==> config.mk <==
export PLATFORM = sky130hd
export DESIGN_NAME = rep_13
export DESIGN_NICKNAME = d
export VERILOG_FILES = /design/src/rtl/rep_13_pkg.sv /design/src/rtl/rep_13_slice.sv /design/src/rtl/rep_13.sv
export SDC_FILE = /design/constraint.sdc
export NUM_CORES = 1
export LEC_CHECK = 0
export CAP_MARGIN = 20
export CORE_AREA = 2 2 39 41
export DETAILED_ROUTE_END_ITERATION = 8
export DIE_AREA = 0 0 41 43
export PLACE_DENSITY_LB_ADDON = 0.05
export SLEW_MARGIN = 15
export SYNTH_ARGS = -nofsm -noshare
export SYNTH_HDL_FRONTEND = slang
export SYNTH_HIERARCHICAL = 1
export SYNTH_SLANG_ARGS = --single-unit
==> constraint.sdc <==
create_clock -name clk -period 0.9 [get_ports clk]
set_input_delay 0.09 -clock clk [delete_from_list [all_inputs] [get_ports clk]]
set_output_delay 0.09 -clock clk [all_outputs]
set_load 0.01 [all_outputs]
==> src/rtl/rep_13_pkg.sv <==
// Shared constants and types for the rep_13 magnitude comparator.
// Latency: n/a. Backpressure: n/a.
// Result bit positions are shared by the datapath, the optional counters and the bench.
package rep_13_pkg;

    localparam int X_GT  = 2;
    localparam int X_EQ  = 1;
    localparam int X_LT  = 0;
    localparam int CNT_W = 16;

    typedef logic [2:0] res_t;

endpackage

==> src/rtl/rep_13_slice.sv <==
// One-bit compare cell: refines the gt/eq/lt state cascaded from the more significant bits.
// Latency: combinational. Backpressure: none.
// INV swaps the bit sense, which turns the sign bit of a two's-complement operand into a compare.
module rep_13_slice #(
    parameter bit INV = 1'b0
) (
    input  logic a_i,
    input  logic b_i,
    input  logic gt_i,
    input  logic eq_i,
    input  logic lt_i,
    output logic gt_o,
    output logic eq_o,
    output logic lt_o
);

    logic a_hi;
    logic b_hi;

    // A set sign bit marks the smaller operand, so the MSB slice reads the bits swapped.
    assign a_hi = INV ? (~a_i & b_i) : (a_i & ~b_i);
    assign b_hi = INV ? (a_i & ~b_i) : (~a_i & b_i);

    assign gt_o = gt_i | (eq_i & a_hi);
    assign lt_o = lt_i | (eq_i & b_hi);
    assign eq_o = eq_i & ~(a_i ^ b_i);

endmodule

==> src/rtl/rep_13.sv <==
// Registered one-hot compare of a and b (x = {gt, eq, lt}); optional REP_13_STATS_EN adds saturating result counters.
// Latency: 1 cycle from in_valid to out_valid, one result per cycle.
// Backpressure: none; x holds its last value while in_valid is low.
module rep_13
    import rep_13_pkg::*;
#(
    parameter int W      = 2,
    parameter int SIGNED = 0
) (
    input  logic             clk,
    input  logic             rst,
    input  logic             in_valid,
    input  logic [W-1:0]     a,
    input  logic [W-1:0]     b,
`ifdef REP_13_STATS_EN
    output logic [CNT_W-1:0] cnt_gt,
    output logic [CNT_W-1:0] cnt_eq,
    output logic [CNT_W-1:0] cnt_lt,
`endif
    output logic [2:0]       x,
    output logic             out_valid
);

    logic [W:0] gt_c;
    logic [W:0] eq_c;
    logic [W:0] lt_c;

    // The cascade starts at the MSB in the "equal so far" state.
    assign gt_c[W] = 1'b0;
    assign eq_c[W] = 1'b1;
    assign lt_c[W] = 1'b0;

    for (genvar i = W - 1; i >= 0; i--) begin : g_slice
        rep_13_slice #(
            .INV ((SIGNED != 0) && (i == W - 1))
        ) u_slice (
            .a_i  (a[i]),
            .b_i  (b[i]),
            .gt_i (gt_c[i+1]),
            .eq_i (eq_c[i+1]),
            .lt_i (lt_c[i+1]),
            .gt_o (gt_c[i]),
            .eq_o (eq_c[i]),
            .lt_o (lt_c[i])
        );
    end

    res_t res;
    res_t x_d, x_q;
    logic out_valid_d, out_valid_q;

    always_comb begin
        res        = '0;
        res[X_GT]  = gt_c[0];
        res[X_EQ]  = eq_c[0];
        res[X_LT]  = lt_c[0];
        x_d        = in_valid ? res : x_q;
        out_valid_d = in_valid;
    end

    always_ff @(posedge clk or posedge rst) begin
        if (rst) begin
            x_q         <= '0;
            out_valid_q <= 1'b0;
        end else begin
            x_q         <= x_d;
            out_valid_q <= out_valid_d;
        end
    end

    assign x         = x_q;
    assign out_valid = out_valid_q;

`ifdef REP_13_STATS_EN
    // Counter k tracks result bit k, so the array index matches the X_* constants.
    logic [CNT_W-1:0] cnt_d [3];
    logic [CNT_W-1:0] cnt_q [3];

    always_comb begin
        for (int k = 0; k < 3; k++) begin
            cnt_d[k] = cnt_q[k];
            if (out_valid_q && x_q[k] && (cnt_q[k] != {CNT_W{1'b1}})) begin
                cnt_d[k] = cnt_q[k] + 1'b1;
            end
        end
    end

    always_ff @(posedge clk or posedge rst) begin
        if (rst) begin
            for (int k = 0; k < 3; k++) cnt_q[k] <= '0;
        end else begin
            for (int k = 0; k < 3; k++) cnt_q[k] <= cnt_d[k];
        end
    end

    assign cnt_gt = cnt_q[X_GT];
    assign cnt_eq = cnt_q[X_EQ];
    assign cnt_lt = cnt_q[X_LT];
`endif

endmodule

==> metrics.md <==
| Metric | Value |
|---|---|
| Status | `complete, no violations` |
| Tot GR Track Use | `roughly 7%` |
| Root buf cell | `clkbuf_4` |
| Routed len/inst | `8.263 µm` |
| Final period utilization | `98.07%` |
| Post-synthesis cell count | `24` |
| Fin. Hold Viols | `0` |
| Pins Over Slew Limit | `0` |
| Num CTS Buffers | `3` |
| Drt via density | `3.456` |
| P_leak | `0.2342 nW` |
| Met3 GRT Util | `1.571%` |
| Initial antenna violation count | `0` |
| GR Util met1 | `6.494%` |
| Vias | `197` |
| Cell variety after synth | `7` |
| Largest stage delay on the critical path | `0.26 ns` |
| Yosys top cell area share | `39.60%` |
| Cell area power density | `1302 nW/µm²` |
| Drt first pass iters | `2` |
| Die Y | `43 µm` |
| CTS max path bufs | `2` |
| I/O Buffers | `10` |
| Placed wire-length estimate | `401.6 µm` |
| Critical setup path kind | `input pin to register` |
| Layout cells sized above 1 | `41.46%` |
| Die Area | `1763 µm²` |
| Area Overhead vs Synth | `62.87%` |
| Clock tree from TritonCTS | `done` |
| Layout net count | `54` |
| Fill count | `143` |
| Ant. Diodes | `0` |
| Mean Syn Cell Area | `10.53 µm²` |
| Worst-Skew Late Latency | `0.23 ns` |
| Final setup TNS | `0 ns` |
| Initial core utilization | `18.26%` |
| Arrival time worst endpoint | `slightly below 1 ns` |
| Yosys warns | `6` |
| Post-Synthesis Cell Area | `252.7 µm²` |
| Total routed wirelength | `roughly 470 µm` |
| Final cell count without fillers | `57` |
| Post-synthesis sequential area ratio | `39.60%` |
| Dominant cell type by area after synthesis | `dfrtp_1` |
| 1st-iter DRT viols | `1` |
| Number of core rows | `14` |
| Setup-failing EPs final | `0` |
| RSZ-0062 raised after global routing | `false` |
| Global route total overflow | `0` |
| CP endpoint kind | `register` |
| # IOs | `11` |
| Synth top area cells | `dfrtp_1 (40%), ha_1 (20%), mux2_2 (13%)` |
| FF-to-FF Start | `x[0]` |
| GR Util met2 | `between 10% and 20%` |
| Min-Delay Path Class | `input pin to async pin` |
| Worst-path cell chain | `clkdlybuf4s15_1 -> buf_4 -> ha_2 -> a21o_1 -> mux2_2` |
| RD Place Congestion | `about 0.55` |
| Maximum clock frequency | `1133 MHz` |
| Crit. Startpoint | `a[0]` |
| Slowest cell on the critical path | `mux2_2` |
| Htree depth | `1` |
| Die width | `41 µm` |
| DRC | `0` |
| CP Data Required Time | `1.01 ns` |
| Clk sinks | `4` |
| Cell count after placement | `54` |
| First-pass GRT wire length | `between 700 and 800 µm` |
| Core area | `1384 µm²` |
| Vias in the first global route | `about 230` |
| Crit path launch type | `input pin` |
| Clk_skew | `0 ns` |
| CP Max Fanout | `2` |
| Grt peak-use layer | `met2` |
| Final ANT Viol Nets | `0` |
| Pin count of the biggest net entering global routing | `5` |
| Worst VDD drop | `between 0.0004 and 0.0005 V` |
| Setup bufs post-CTS | `0` |
| FF+latch count, synth | `4` |
| Max-cap violation count | `0` |
| Clk slew on worst S/H paths | `0.03 ns` |
| Post-route minimum period | `around 0.88 ns` |
## layout by cell type (no fill, tap or decap), drive strengths merged
master and count:
ha 4, a21o 4, conb 5, dlygate4sd2 2, buf 7, inv 5, clkbuf 3, and2 2
clkdlybuf4s15 1, dfrtp 4, clkdlybuf4s50 1, mux2 3
## routing by layer
metal	vias to the layer above	part of all wire [%]
met5	-	0
met4	0	0
met3	0	4.2
met2	5	53
met1	88	42
li1	104	-
## cells by family after synthesis
kind of cell,Yosys count,share of synthesized area (%)
other,2,2.971
muxes,3,13.37
DFF,4,39.61
buffers and inverters,5,7.427
adders and majority gates,4,19.80
AOI/OAI and AO/OA,4,11.88
and+or+nand+nor,2,4.950
## power breakdown
part / internal (W) / switching, W / total, W
sequential: 0.000198 / 0.00000745 / 0.000206
combinational: 0.0000694 / 0.0000506 / 0.000120
clock: 0.000148 / 0.0000620 / 0.000210
total: 0.000416 / 0.000120 / 0.000536
## cell type report
type	count	area, µm²	share of cell area [%]
sequential	4	100.1	24.32
inverter	5	18.77	4.559
clock buffer	3	22.52	5.471
multi-input combinational	18	166.4	40.43
timing repair buffer	11	83.83	20.36
tap	16	20.02	4.863
## state kept, by name, summed over array words and instances, names as in the netlist
name       count
x              3
out_valid      1
## final timing paths
check | end | slack (ns) | cells past startpoint
setup reg to reg | x[0] | 0.15 | 1
hold reg to reg | x[1] | 0.50 | 1
setup / recovery | x[2] | 0.02 | 5
max in group asynchronous | x[0] | 0.71 | 2
min in group clk | out_valid | 0.22 | 1
hold / removal | x[1] | 0.04 | 2
## per-stage QoR
step | hold WS (ns) | total power, W | cell area (µm²) | setup WS, ns | util, %
global placement | 0.2826 | 0.0003413 | 394.1 | -0.7121 | 28.48
global route | 0.05764 | 0.0005802 | 411.6 | 0.002660 | 29.75
detailed placement | 0.2838 | 0.0003421 | 394.1 | -0.7331 | 28.48
floorplan | -0.1439 | 0.0002642 | 266.5 | 0.03359 | -
CTS | 0.03550 | 0.0005538 | 415.4 | 0.002511 | 30.02
finish | 0.04144 | 0.0005359 | 411.6 | 0.01734 | 29.75
## what timing repair did
item / 4_1_cts / 5_1_grt
setup endpoints to repair: 7 / 3
pin swaps: 4 / 0
hold buffers: 0 / 0
gates resized for setup: 31 / 3
gates cloned: 0 / 0
## synth_stat cells
cell type and instances:
conb_1 2, and2_1 2, inv_1 5, dfrtp_1 4, a21o_1 4, ha_1 4, mux2_2 3
## critical path, delay by kind of cell
kind | cells | cell delay, ns
compound gates | 1 | 0.17
fa+ha+maj | 1 | 0.17
buf+inv | 2 | 0.31
mux | 1 | 0.26
Power figures use the tool's default switching activity.
